$ cat src/rtl/r2r_dac_player.sv
// R-2R ladder playback engine: sample FIFO, rate divider and prime/run sequencing.
// Optional saturating underrun counter built when R2R_UNDERRUN_CNT_EN is defined.
module r2r_dac_player #(
  parameter int WIDTH       = 8,
  parameter int DEPTH       = 16,
  parameter int DIV_W       = 20,
  parameter int PRIME_LEVEL = 4
) (
  input  logic                     clk,
  input  logic                     reset,
  input  logic                     enable,
  input  logic [DIV_W-1:0]         rate_div,
  input  logic [WIDTH-1:0]         s_data,
  input  logic                     s_valid,
  output logic                     s_ready,
  output logic [WIDTH-1:0]         R2R_out,
  output logic [$clog2(DEPTH):0]   level,
  output logic                     sample_pulse,
  output logic                     underrun_pulse,
  output logic [15:0]              underrun_count
);

  localparam int AW = $clog2(DEPTH);
  localparam logic [AW:0] FULL_LV  = (AW+1)'(DEPTH);
  localparam logic [AW:0] PRIME_LV = (AW+1)'(PRIME_LEVEL);

  localparam logic [1:0] S_IDLE  = 2'd0;
  localparam logic [1:0] S_PRIME = 2'd1;
  localparam logic [1:0] S_RUN   = 2'd2;

  logic [WIDTH-1:0] mem [DEPTH];
  logic [AW-1:0]    wr_ptr, rd_ptr;
  logic [AW:0]      count;
  logic [1:0]       state;
  logic [DIV_W-1:0] div_cnt, div_last;
  logic             push, pop, tick, underrun;

  // Terminal count for a period; a divide of 0 behaves like 1.
  function automatic logic [DIV_W-1:0] period_last(input logic [DIV_W-1:0] d);
    return (d == '0) ? '0 : d - 1'b1;
  endfunction

  assign s_ready  = (count != FULL_LV);
  assign level    = count;
  assign push     = s_valid && s_ready;
  assign tick     = (state == S_RUN) && enable && (div_cnt == div_last);
  assign pop      = tick && (count != '0);
  assign underrun = tick && (count == '0);

  // FIFO storage holds data only, so it carries no reset.
  always_ff @(posedge clk) begin
    if (push) mem[wr_ptr] <= s_data;
  end

  always_ff @(posedge clk) begin
    if (reset) begin
      wr_ptr <= '0;
      rd_ptr <= '0;
      count  <= '0;
    end else begin
      if (push) wr_ptr <= wr_ptr + 1'b1;
      if (pop)  rd_ptr <= rd_ptr + 1'b1;
      case ({push, pop})
        2'b10:   count <= count + 1'b1;
        2'b01:   count <= count - 1'b1;
        default: count <= count;
      endcase
    end
  end

  always_ff @(posedge clk) begin
    if (reset) begin
      state    <= S_IDLE;
      div_cnt  <= '0;
      div_last <= '0;
    end else begin
      case (state)
        S_IDLE: begin
          if (enable) state <= S_PRIME;
        end
        S_PRIME: begin
          if (!enable) begin
            state <= S_IDLE;
          end else if (count >= PRIME_LV) begin
            state    <= S_RUN;
            div_cnt  <= '0;
            div_last <= period_last(rate_div);
          end
        end
        S_RUN: begin
          if (!enable) begin
            state   <= S_IDLE;
            div_cnt <= '0;
          end else if (tick) begin
            div_cnt  <= '0;
            div_last <= period_last(rate_div);
            if (underrun) state <= S_PRIME;
          end else begin
            div_cnt <= div_cnt + 1'b1;
          end
        end
        default: begin
          state   <= S_IDLE;
          div_cnt <= '0;
        end
      endcase
    end
  end

  // Ladder code and strobes change on the same edge as the pop.
  always_ff @(posedge clk) begin
    if (reset) begin
      R2R_out        <= '0;
      sample_pulse   <= 1'b0;
      underrun_pulse <= 1'b0;
    end else begin
      if (pop) R2R_out <= mem[rd_ptr];
      sample_pulse   <= pop;
      underrun_pulse <= underrun;
    end
  end

`ifdef R2R_UNDERRUN_CNT_EN
  always_ff @(posedge clk) begin
    if (reset) begin
      underrun_count <= '0;
    end else if (underrun && (underrun_count != 16'hFFFF)) begin
      underrun_count <= underrun_count + 1'b1;
    end
  end
`else
  assign underrun_count = '0;
`endif

endmodule
$ cat config.mk
export PLATFORM = sky130hd
export DESIGN_NAME = r2r_dac_player
export DESIGN_NICKNAME = d
export VERILOG_FILES = /design/src/rtl/r2r_dac_player.sv
export SDC_FILE = /design/constraint.sdc
export NUM_CORES = 1
export LEC_CHECK = 0
export CAP_MARGIN = 15
export CORE_MARGIN = 4
export CORE_UTILIZATION = 40
export CTS_CLUSTER_SIZE = 25
export DETAILED_ROUTE_END_ITERATION = 16
export GPL_TIMING_DRIVEN = 0
export PLACE_DENSITY = 0.65
export RECOVER_POWER = 50
export SETUP_SLACK_MARGIN = 0.2
export SLEW_MARGIN = 5
export SYNTH_ARGS = -nofsm -noshare
export SYNTH_HDL_FRONTEND = slang
export SYNTH_SLANG_ARGS = --single-unit
$ cat constraint.sdc
create_clock -name clk -period 2.9 [get_ports clk]
set_clock_uncertainty 0.05 [all_clocks]
set_input_delay 0.58 -clock clk [delete_from_list [all_inputs] [get_ports clk]]
set_output_delay 0.58 -clock clk [all_outputs]
set_load 0.02 [all_outputs]
==> impl_results.md <==
* Status: finished, violations left
* Failing checks: negative setup slack
* P per Cell Area at 535 nW/µm²
* Peak VDD IR at 0.332 mV
* Area growth, synth to finish at 22.9%
* Number of flops mapped to enable cells by yosys at 128
* CTS Buf Count at 17
* Fmax at 321 MHz
* Row cnt at 53
* First-pass GRT wire length at 31.5 mm
* Final min period at 3120 ps
* Initial antenna violation count at 0
* CTS Buffer Depth at 2
* Final hold violation count at 0
* # setup viols final at 5
* DRC viols at 0
* Vias/cell at 5.45
* 1st-pass router iterations at 5
* Initial Utilization at 0.411
* Clk sinks at 193
* CP Class: reg2reg
* Drt wl/cell at 19.0 µm
* CTS tree: built
* LEAKAGE at 3.81 nW
* WP data arrival at 3450 ps
* DRT iter0 DRCs at 483
* MaxCap Viol Count at 0
* Synth Area per Inst at 13.1 µm²
* Placed inst area at 9670 µm²
* Vias at 5819
* Total GRT Usage at 0.168
* Yosys reg bits at 193
* Core outline area at 21200 µm²
* DIE HEIGHT at 156 µm
* # nets final at 824
* Hold WC Path Type: reg2reg
* Mapped Area at 8730 µm²
* Worst EP required at 3230 ps
* Slowest CP cell: or4_4
* Warnings from Yosys at 0
* Post-Synthesis Cells at 667
* Total Wirelength at 20.3 mm
* Max-slew violation count at 0
* Startpoint Class: register
* Clk root buf: clkbuf_16
* Synth Flop Type: edfxtp_1
* IO buf count at 47
* Slew headroom at 0.373
* Antenna cells at 0
* CP Cell Sequence: buf_6, xor2_2, nor4_2, and3_1, buf_6, and3_4, buf_8, ha_4, inv_4, fa_2, nor2b_4, o21ai_2, and3_4, or4_4, a21oi_2
* Measured slew at the worst slew-check pin at 937 ps
* H-tree depth at 4
* Final Instance Area at 10700 µm²
* Setup ws final at -219 ps
* # IOs at 64
* Share of the yosys chip area belonging to registers at 0.589
* CP max FO at 4
* Asr flop ratio synth at 0
* Vias in the first global route at 5868
* Total power at 5.75 mW
* Grt ovf at 0
* Fraction of layout cells with a size suffix above 1 at 0.208
* Reg clk slew, reported paths at 80 ps
* Post-DP HPWL at 14.2 mm
* Final RePlAce weighted congestion at 0.847
* Die width at 156 µm
* Largest net degree at the start of global routing at 25
* Die ar. at 24300 µm²
* Max incr delay on CP at 410 ps
* RSZ-0062 raised after global routing: true
* Synth cell types at 61
* Final period utilization at 1.08
* Routed Antenna Nets at 0
* Crit end category: register
* Clk Latency, worst-skew pair at 450 ps
cells in the final DEF, fill, tap and decap left out, types with 21 or more instances in the layout:
cell and instances:
dfxtp_1 56, edfxtp_1 128, mux2i_1 34, nor2_1 40, mux4_2 21, xnor2_1 35
a21oi_1 26, nor3_1 21, nand2_1 51, buf_4 40, clkdlybuf4s50_1 39
area by class of cell:
class | instances | area (µm²)
fill | 1808 | 10500
sequential | 193 | 5160
multi-input combinational | 425 | 3430
timing repair buffer | 79 | 744
clock buffer | 17 | 425
tap | 275 | 344
buffer | 46 | 337
clock inverter | 15 | 221
inverter | 18 | 70.1
report_power, final:
part           switching, mW  total, mW  leakage (nW)  internal (mW)
combinational          0.179      0.304          1.82          0.125
sequential            0.0158       2.97          1.69           2.95
clock                   1.25       2.47         0.310           1.22
total                   1.45       5.75          3.81           4.30
Yosys cell counts, types with 5 or more instances:
cell type | number | share of area
inv_1 | 17 | 0.0073
buf_2 | 7 | 0.0040
xor2_1 | 20 | 0.020
ha_1 | 11 | 0.016
a21oi_1 | 31 | 0.018
o21ai_0 | 13 | 0.0075
dfxtp_1 | 65 | 0.15
a22o_1 | 6 | 0.0060
mux2i_1 | 34 | 0.039
buf_6 | 5 | 0.0064
nand2_1 | 51 | 0.022
nor4_1 | 11 | 0.0079
nor2_1 | 40 | 0.017
nor3_1 | 23 | 0.013
clkbuf_1 | 14 | 0.0060
a31o_1 | 5 | 0.0050
mux4_2 | 21 | 0.054
buf_4 | 18 | 0.015
nor2b_1 | 7 | 0.0050
and3_1 | 5 | 0.0036
xnor2_1 | 35 | 0.035
a221oi_1 | 8 | 0.0080
edfxtp_1 | 128 | 0.44
nand4_1 | 11 | 0.0079
nand3_1 | 14 | 0.0080
mux4_1 | 5 | 0.015
per-layer routing:
| metal | global-route usage | vias up | part of all wire |
|---|---|---|---|
| li1 | - | 2710 | - |
| met1 | 0.213 | 2916 | 0.42 |
| met2 | 0.290 | 163 | 0.51 |
| met3 | 0.0380 | 30 | 0.048 |
| met4 | 0.0509 | 0 | 0.021 |
| met5 | 0 | - | 0 |
state kept, by name, indices dropped and copies added (netlist names):
name	cells
state	2
div_cnt	20
wr_ptr	4
underrun_pulse	1
R2R_out	8
sample_pulse	1
mem	128
rd_ptr	4
div_last	20
level	5
worst max-delay path: cells and delay by family (launching register included):
kind | cells | cell delay, ps
compound gates | 2 | 190
xor+xnor | 1 | 140
fa+ha+maj | 2 | 530
buf+inv | 4 | 360
flops | 1 | 320
simple gates | 6 | 1470
kinds of logic (layout without fill, tap and decap cells):
| family | count (synthesis) | after routing | share of synthesized area |
|---|---|---|---|
| other | 1 | 16 | 0.000429 |
| muxes | 62 | 62 | 0.111 |
| and+or+nand+nor | 191 | 191 | 0.112 |
| xor gates and xnor gates | 55 | 55 | 0.0552 |
| AOI/OAI and AO/OA | 89 | 89 | 0.0716 |
| DFF | 193 | 193 | 0.589 |
| adders and majority gates | 12 | 12 | 0.0181 |
| buffers and inverters | 64 | 175 | 0.0424 |
per-stage QoR:
stage          hold WS, ps  worst slack [ps]  cells  utilization  TNS (ps)
2_1_floorplan          400             -62.4    682            -     -62.4
3_3_place_gp           418              -700   1004        0.455    -35050
3_5_place_dp           422              -749   1006        0.456    -33790
4_1_cts                432             -70.5   1057        0.498     -70.5
5_1_grt                450              -328   1068        0.506     -1630
6_report               428              -219   1068        0.506      -358
repair_timing:
| item | CTS | global route |
|---|---|---|
| buffers inserted | 19 | 10 |
| gates resized for setup | 32 | 20 |
| hold buffers | 0 | 0 |
| endpoints found under the setup margin | 55 | 32 |
| gates cloned | 0 | 1 |
| pin swaps | 10 | 11 |
path summary, 6_finish.rpt:
path / from / to / slack, ps / depth (start not counted)
worst max-delay path: div_cnt[7]$_SDFFE_PP0P_ / level[4]$_SDFFE_PP0P_ / -220 / 15
worst min-delay path: div_last[8]$_SDFFE_PP0P_ / div_last[8]$_SDFFE_PP0P_ / 430 / 2
worst max register to register: div_cnt[7]$_SDFFE_PP0P_ / level[4]$_SDFFE_PP0P_ / -220 / 15
worst min register to register: div_last[8]$_SDFFE_PP0P_ / div_last[8]$_SDFFE_PP0P_ / 430 / 2
Note: power is estimated with default switching activity, not from simulation.
